<file path="src/rtl/load_store_unit_pkg.sv">
// Shared LSU types: FSM state encoding, RV32I load/store width codes, data width.
package pkg_config;

  localparam int LSU_DATA_WIDTH = 32;

  typedef enum logic [2:0] {
    IDLE,
    LOAD,
    RMW_READ,
    STORE,
    RESP
  } lsu_state_e;

  localparam logic [2:0] LSU_B  = 3'b000;
  localparam logic [2:0] LSU_H  = 3'b001;
  localparam logic [2:0] LSU_W  = 3'b010;
  localparam logic [2:0] LSU_BU = 3'b100;
  localparam logic [2:0] LSU_HU = 3'b101;

endpackage

</file>
<file path="src/rtl/load_store_unit_align.sv">
// Lane extraction/extension for loads and byte/halfword merge for stores (little-endian).
module lsu_align
  import pkg_config::*;
#(
  parameter int DATA_WIDTH = LSU_DATA_WIDTH
) (
  input  logic [2:0]            funct3,
  input  logic [1:0]            offset,
  input  logic [DATA_WIDTH-1:0] word,
  input  logic [DATA_WIDTH-1:0] wdata,
  output logic [DATA_WIDTH-1:0] load_data,
  output logic [DATA_WIDTH-1:0] store_word
);

  logic [7:0]  lane_b;
  logic [15:0] lane_h;

  always_comb begin
    lane_b = word[{offset, 3'b000} +: 8];
    lane_h = word[{offset[1], 4'b0000} +: 16];
    case (funct3)
      LSU_B:   load_data = {{(DATA_WIDTH-8){lane_b[7]}}, lane_b};
      LSU_BU:  load_data = {{(DATA_WIDTH-8){1'b0}}, lane_b};
      LSU_H:   load_data = {{(DATA_WIDTH-16){lane_h[15]}}, lane_h};
      LSU_HU:  load_data = {{(DATA_WIDTH-16){1'b0}}, lane_h};
      default: load_data = word;
    endcase
  end

  // Store width only depends on funct3[1:0]; the sign bit is meaningless for stores.
  always_comb begin
    store_word = word;
    case (funct3[1:0])
      2'b00:   store_word[{offset, 3'b000} +: 8] = wdata[7:0];
      2'b01:   store_word[{offset[1], 4'b0000} +: 16] = wdata[15:0];
      default: store_word = wdata;
    endcase
  end

endmodule

</file>
<file path="src/rtl/load_store_unit.sv">
// Single-outstanding RV32I load/store unit in front of a combinational-read data memory.
module load_store_unit
  import pkg_config::*;
#(
  parameter int MEM_SIZE   = 1024,
  parameter int DATA_WIDTH = LSU_DATA_WIDTH,
  parameter int AW         = $clog2(MEM_SIZE)
) (
  input  logic                  clk_i,
  input  logic                  rst_ni,
  input  logic                  req_i,
  input  logic                  we_i,
  input  logic [2:0]            funct3_i,
  input  logic [31:0]           addr_i,
  input  logic [DATA_WIDTH-1:0] wdata_i,
  output logic                  ready_o,
  output logic                  rvalid_o,
  output logic [DATA_WIDTH-1:0] rdata_o,
  output logic                  err_o,
  output logic                  mem_we_o,
  output logic [AW-1:0]         mem_addr_o,
  output logic [DATA_WIDTH-1:0] mem_wdata_o,
  input  logic [DATA_WIDTH-1:0] mem_rdata_i
);

  lsu_state_e            state;
  logic [AW-1:0]         addr_q;
  logic [2:0]            funct3_q;
  logic [DATA_WIDTH-1:0] wdata_q;
  logic                  fault;
  logic [DATA_WIDTH-1:0] load_data;
  logic [DATA_WIDTH-1:0] store_word;

  // Fault is judged on the raw request so out-of-range bits above AW are seen.
  always_comb begin
    fault = (addr_i >= 32'(MEM_SIZE));
    case (funct3_i)
      LSU_B, LSU_BU: begin end
      LSU_H, LSU_HU: fault = fault | addr_i[0];
      LSU_W:         fault = fault | (addr_i[1:0] != 2'b00);
      default:       fault = 1'b1;
    endcase
  end

  assign mem_addr_o = {addr_q[AW-1:2], 2'b00};

  lsu_align #(.DATA_WIDTH(DATA_WIDTH)) u_align (
    .funct3     (funct3_q),
    .offset     (addr_q[1:0]),
    .word       (mem_rdata_i),
    .wdata      (wdata_q),
    .load_data  (load_data),
    .store_word (store_word)
  );

  always_ff @(posedge clk_i or negedge rst_ni) begin
    if (!rst_ni) begin
      state       <= IDLE;
      ready_o     <= 1'b1;
      rvalid_o    <= 1'b0;
      err_o       <= 1'b0;
      rdata_o     <= '0;
      mem_we_o    <= 1'b0;
      mem_wdata_o <= '0;
      addr_q      <= '0;
      funct3_q    <= '0;
      wdata_q     <= '0;
    end else begin
      case (state)
        IDLE: if (req_i) begin
          addr_q   <= addr_i[AW-1:0];
          funct3_q <= funct3_i;
          wdata_q  <= wdata_i;
          ready_o  <= 1'b0;
          if (fault) begin
            state    <= RESP;
            rvalid_o <= 1'b1;
            err_o    <= 1'b1;
            rdata_o  <= '0;
          end else if (!we_i) begin
            state <= LOAD;
          end else if (funct3_i == LSU_W) begin
            state       <= STORE;
            mem_we_o    <= 1'b1;
            mem_wdata_o <= wdata_i;
          end else begin
            state <= RMW_READ;
          end
        end
        LOAD: begin
          rdata_o  <= load_data;
          rvalid_o <= 1'b1;
          state    <= RESP;
        end
        RMW_READ: begin
          mem_wdata_o <= store_word;
          mem_we_o    <= 1'b1;
          state       <= STORE;
        end
        STORE: begin
          mem_we_o <= 1'b0;
          rvalid_o <= 1'b1;
          state    <= RESP;
        end
        RESP: begin
          rvalid_o <= 1'b0;
          err_o    <= 1'b0;
          ready_o  <= 1'b1;
          state    <= IDLE;
        end
        default: begin
          state    <= IDLE;
          ready_o  <= 1'b1;
          rvalid_o <= 1'b0;
          err_o    <= 1'b0;
          mem_we_o <= 1'b0;
        end
      endcase
    end
  end

endmodule
</file>
<file path="config.mk">
export PLATFORM = sky130hd
export DESIGN_NAME = load_store_unit
export DESIGN_NICKNAME = d
export VERILOG_FILES = /design/src/rtl/load_store_unit_pkg.sv /design/src/rtl/load_store_unit_align.sv /design/src/rtl/load_store_unit.sv
export SDC_FILE = /design/constraint.sdc
export NUM_CORES = 1
export LEC_CHECK = 0
export ABC_AREA = 0
export BUFFER_PORTS_ARGS = -buffer_cell sky130_fd_sc_hd__clkbuf_2
export CAP_MARGIN = 20
export CORE_ASPECT_RATIO = 1.4
export CORE_UTILIZATION = 30
export CTS_CLUSTER_DIAMETER = 40
export DETAILED_ROUTE_END_ITERATION = 8
export HOLD_SLACK_MARGIN = 0.12
export PLACE_DENSITY = 0.58
export SYNTH_ARGS = -nofsm -noshare
export SYNTH_HDL_FRONTEND = slang
export SYNTH_HIERARCHICAL = 1
export SYNTH_SLANG_ARGS = --single-unit
</file>
<file path="constraint.sdc">
create_clock -name clk_i -period 2.4 [get_ports clk_i]
set_input_delay 0.24 -clock clk_i [delete_from_list [all_inputs] [get_ports clk_i]]
set_output_delay 0.24 -clock clk_i [all_outputs]
set_load 0.01 [all_outputs]
</file>
# --- Word-level counts from Yosys, hierarchy flattened ---
# Index checks and enable logic that the tools add are counted.
classes:
  n_addsub: 2
  order_cmp: 1
  eq_ne: 17
  n_shift: 6
  mux: 29
  bitwise_logic: 5
  n_reduce_logical: 19
ops:
  columns: ["op", "count"]
  rows:
  - ["32-bit 2-to-1 mux", 6]
  - ["32-bit case mux with 2 select lines", 3]
  - ["32-bit case mux with 4 select lines", 1]
  - ["32-bit bitwise mux", 2]
  - ["32-bit by 11-bit >= comparator with 1-bit output, second input constant", 1]
  - ["16-bit by 7-bit variable shift with 32-bit output, first input constant", 1]
  - ["8-bit by 7-bit variable shift with 32-bit output, first input constant", 1]
  - ["16-bit by 7-bit variable part select with 32-bit output", 1]
  - ["32-bit by 6-bit variable part select with 16-bit output", 1]
  - ["32-bit by 6-bit variable part select with 8-bit output", 1]
  - ["8-bit by 7-bit variable part select with 32-bit output", 1]
  - ["3-bit equality test, second input constant", 5]
  - ["5-bit negation with 7-bit output", 2]
  - ["2-bit != test, second input constant", 5]
  - ["5-bit AND reduction", 2]
  - ["3-bit by 1-bit equality test with 1-bit output, second input constant", 3]
  - ["3-bit by 2-bit equality test with 1-bit output, second input constant", 3]
  - ["3-bit logical NOT", 3]
  - ["1-bit case mux with 3 select lines", 3]
  - ["3-bit case mux with 3 select lines", 1]
  - ["3-bit AND reduction", 3]
  - ["1-bit 2-to-1 mux", 8]
  - ["2-bit OR reduction", 4]
  - ["3-bit 2-to-1 mux", 2]
  - ["other kinds (9)", 16]
word_totals:
  ff_bits: 116
  inputBits: 103
  word_cells: 89

# --- Logic depth before layout (Yosys ltp) ---
depth:
  ltp_word: 6
  mapped_depth: 9
  depth_no_buf: 8

# --- By module ---
# The synthesis kept the hierarchy.
modules_own_cells:
  columns: ["mod", "n_inst", "cells_per_inst", "area_per_inst_um2", "seq_area_each_um2"]
  rows:
  - ["load_store_unit", 1, 341, 4792.1, 2904.0]
  - ["lsu_align", 1, 238, 1544.0, 0.0]

# --- Worst setup path after synthesis ---
# No wires, ideal clock.
synth_path:
  kind: "register to register"
  startpoint: "register addr_q[1]"
  endpoint: "register mem_wdata_o[27]"
  setup_ps: 67
  t_arrival_ps: 2058
  required_time_ps: 2333
  slack_ps: 275
  path_stages_with_launch: 9
  n_path_buf: 1
  path_cell_list: "dfrtp_1 buf_2 inv_1 ha_1 or4b_4 or2_1 o211ai_2 or3_1 o221a_1"
synth_via:
  elab_chain_cells: 5
  elab_cells_between_ends: 10
  cone_classes: "add/sub: 2; shift: 4; mux: 4"
synth_rtl:
  columns: ["element", "line_no", "source"]
  rows:
  - ["start, declared", "load_store_unit.sv:27", "logic [AW-1:0] addr_q;"]
  - ["start signal, assigned", "load_store_unit.sv:71", "addr_q <= addr_i[AW-1:0];"]
  - ["5-bit negation with 7-bit output (on tied branches)", "load_store_unit_align.sv:35, load_store_unit_align.sv:34", null]
  - ["16-bit by 7-bit variable part select with 32-bit output, or another cell as far along", "load_store_unit_align.sv:35", "2'b01: store_word[{offset[1], 4'b0000} +: 16] = wdata[15:0];"]
  - ["32-bit bitwise mux (on tied branches)", "load_store_unit_align.sv:35, load_store_unit_align.sv:34", null]
  - ["32-bit case mux with 2 select lines (*)", "load_store_unit_align.sv:33", "case (funct3[1:0])"]
  - ["named net store_word[27]", "load_store_unit.sv:32", "logic [DATA_WIDTH-1:0] store_word;"]
  - ["32-bit case mux with 2 select lines (*)", "load_store_unit.sv:69", "case (state)"]
  - ["end signal, assigned", "load_store_unit.sv:85", "mem_wdata_o <= wdata_i;"]
  - ["end signal, assigned", "load_store_unit.sv:96", "mem_wdata_o <= store_word;"]
  - ["end, declared", "load_store_unit.sv:22", "output logic [DATA_WIDTH-1:0] mem_wdata_o,"]
# The timed path passes the listed nets; every way through them passes the cells marked *.
# A chain may end at the register's enable or synchronous reset.

# --- Final worst setup path ---
layout_path:
  startpoint: "register addr_q[1]"
  endpoint: "register mem_wdata_o[9]"
# The elaborated chain is that of the path after synthesis.

==> summary.md <==
| Metric | Value |
|---|---|
| IO Port Bufs | 178 |
| Most frequent cells in the layout | clkbuf_2, dfrtp_1, mux2_2 |
| Vias | 5685 |
| Sequential power share | 36.6% |
| CP max stage cell | dfrtp_1 |
| DRC | 12 |
| DPL Wire Length | 15900 µm |
| Most common cell on crit path | inv_1 |
| Reg2reg setup slack | 0.17 ns |
| Cells after Synth | 579 |
| Clock buffer depth | 2 |
| Dpl cell area | 7440 µm² |
| Worst slew pin tran | 0.912 ns |
| Area delta synth->final | 33.7% |
| Pins Over Slew Limit | 0 |
| Vias in the first global route | 5813 |
| Logic pwr share | a little over a fifth |
| Post-DRT Antenna Nets | 0 |
| Total wire length | 21500 µm |
| Design area | 8470 µm² |
| Family with the most delay on the worst path | simple AND/OR/NAND/NOR gates |
| Sequential-to-total area share from yosys stat | between 40% and 50% |
| Pwr Total | 6.05 mW |
| Worst Path Max Fanout | 7 |
| GPL Wtd Cong | 0.946 |
| H-tree depth | 4 |
| DR iter-0 viols | roughly 570 |
| CP bufs+invs | 2 |
| Synth Area per Inst | 10.9 µm² |
| Number of flops mapped to enable cells by yosys | 0 |
| Initial core utilization | a little under a third |
| # nets final | 895 |
| Total GRT Usage | 20.5% |
| Crit path capture type | register |
| Min-Delay Path Class | input port to register |
| WP data arrival | between 2 and 3 ns |
| Commonest non-fill, non-tap cell in the layout | clkbuf_2 |
| Leak | 3.98 nW |
| Gr ovfl total | 0 |
| Worst path cell trace | inv_1 > ha_1 > nand2_1 > nor2_4 > a222oi_1 > inv_1 > or3_1 > o221a_1 |
| Final min period | 2.23 ns |
| Setup Skew | 0.0110 ns |
| Switching Share | 28.0% |
| Final Hold Viols | 0 |
| Pre-Repair DR Iteration Count | 7 |
| Fraction of layout instances using a drive strength above 1 | 37.3% |
| Final WS setup | 0.173 ns |
| Req. time, crit path | roughly 2.7 ns |
| Fill cells | 2038 |
| Max Cap Viol | 0 |
| Failing checks | DRC |
| Vias per cell | ~5.4 |
| Clock Power Share | a little over two fifths |
| Period utilisation layout | 92.8% |
| Post-Layout Cell Count | 1056 |
| Number of post-CTS setup repair buffers | 0 |
| Worst slack, placed | 0.130 ns |
| Clock latency on the worst-skew pair | 0.41 ns |
| Clock transition at path regs | about 0.05 ns |
| Initial antenna violation count | 0 |
| Slew HR | 39.1% |
| Clock sinks | 116 |
| FMAX | between 400 and 500 MHz |
| Boundary Pins | 181 |
| Ys flop type | dfrtp_1 |
| Count of different cell masters after synthesis | 55 |
| RSZ-0062 raised after global routing | no |
| Yosys reg bits | ~120 |
| Hold_ws | between 0.1 and 0.15 ns |
| Max stage delay on crit path | 0.43 ns |
| Max VDD drop | about 0.00044 V |
| Net Switching | 1.70 mW |
| Setup total negative slack | 0 ns |
| Die H | 174 µm |
| Critical path launch point type | register |
| Setup Viol. Count Final | 0 |
| Routed WL per cell | slightly above 20 µm |
| Placed Instances | 982 |
| Power Dens Cells | 714 nW/µm² |
| First-pass GRT wire length | 33800 µm |
| Number of diodes | 0 |
| Status | complete, but fails checks |
| Fin util | 41.1% |
| TritonCTS clock tree | yes |
| Placement Rows | 62 |
| Core area | 20600 µm² |
| Ys async rst share | 100% |
| Pint | 4.35 mW |
| Largest net degree at the start of global routing | 117 |
| Synth warn | 6 |
| Clock buffer count from CTS | 17 |
| Clock Root Buffer | clkbuf_16 |
| Die ar. | 21700 µm² |
| Die width | 125 µm |
| Mapped Area | 6340 µm² |
| Setup CP Type | register to register |
-- synthesized netlist by cell type, drive strengths merged (9+ instances only) --
| cell | count | area [µm²] |
|---|---|---|
| clkbuf | 12 | 45.0 |
| o21ai | 17 | 85.1 |
| a2bb2oi | 11 | 96.3 |
| o221a | 32 | 360 |
| nor2b | 9 | 56.3 |
| nor2 | 19 | 86.3 |
| a21oi | 26 | 130 |
| inv | 32 | 120 |
| or3 | 33 | 206 |
| a221o | 11 | 110 |
| nand2 | 40 | 150 |
| mux2i | 9 | 90.1 |
| buf | 42 | 277 |
| dfrtp | 115 | 2880 |
| mux2 | 49 | 556 |
| a22o | 41 | 359 |
-- worst paths after layout --
path | depth (start not counted) | start | end
worst max register to register | 8 | addr_q[1] | mem_wdata_o[9]
min in group asynchronous | 3 | rst_ni | wdata_q[1]
worst min-delay path | 2 | addr_i[0] | addr_q[0]
worst min register to register | 2 | ready_o | ready_o
max in group asynchronous | 3 | rst_ni | mem_wdata_o[18]
worst max-delay path | 8 | addr_q[1] | mem_wdata_o[9]
-- flip-flops by register name, summed over array words and instances, names as in the netlist --
name and count:
rdata_o 32, mem_we_o 1, wdata_q 32, err_o 1, rvalid_o 1, ready_o 1, addr_q 10, funct3_q 3
mem_wdata_o 32, state 3
-- routing by layer --
| layer | vias to the layer above | part of all wire (%) | global-route usage, % |
|---|---|---|---|
| met5 | - | 0 | 0 |
| met4 | 0 | 4.0 | 10.8 |
| met2 | 230 | 50 | 34.0 |
| li1 | 2611 | - | - |
| met1 | 2804 | 40 | 24.9 |
| met3 | 40 | 5.6 | 4.46 |
-- timing repair --
item / in CTS / in global routing
endpoints found under the setup margin: 0 / 8
hold buffers: 42 / 0
resized for setup: 0 / 1
hold endpoints to repair: 171 / 0
-- logic make-up after synthesis --
family	count (synthesis)	share of synthesized area [%]
buffers and inverters	86	6.97
multiplexers	58	10.2
flip-flops	116	45.8
other	1	0.0592
AND/OR/NAND/NOR	132	11.6
adder cells (fa/ha/maj)	5	0.987
AO/OA/AOI/OAI	181	24.3
-- cell type report --
| class | count | area (µm²) | share of cell area (%) |
|---|---|---|---|
| clock inverter | 10 | 129 | 1.52 |
| sequential | 116 | 2910 | 34.3 |
| tap | 256 | 320 | 3.78 |
| clock buffer | 22 | 474 | 5.60 |
| multi-input combinational | 378 | 3010 | 35.5 |
| timing repair buffer | 242 | 1520 | 17.9 |
| inverter | 32 | 120 | 1.42 |
-- power by group through the flow --
stage | clock (mW) | sequential, mW | combinational, mW
after detailed placement | 0 | 2.24 | 1.19
after global placement | 0 | 2.24 | 1.19
after CTS | 2.65 | 2.21 | 1.25
after global routing | 2.72 | 2.23 | 1.38
final | 2.58 | 2.21 | 1.26
after floorplan | 0 | 2.19 | 0.805
No activity file was read; power rests on OpenSTA's default activity.
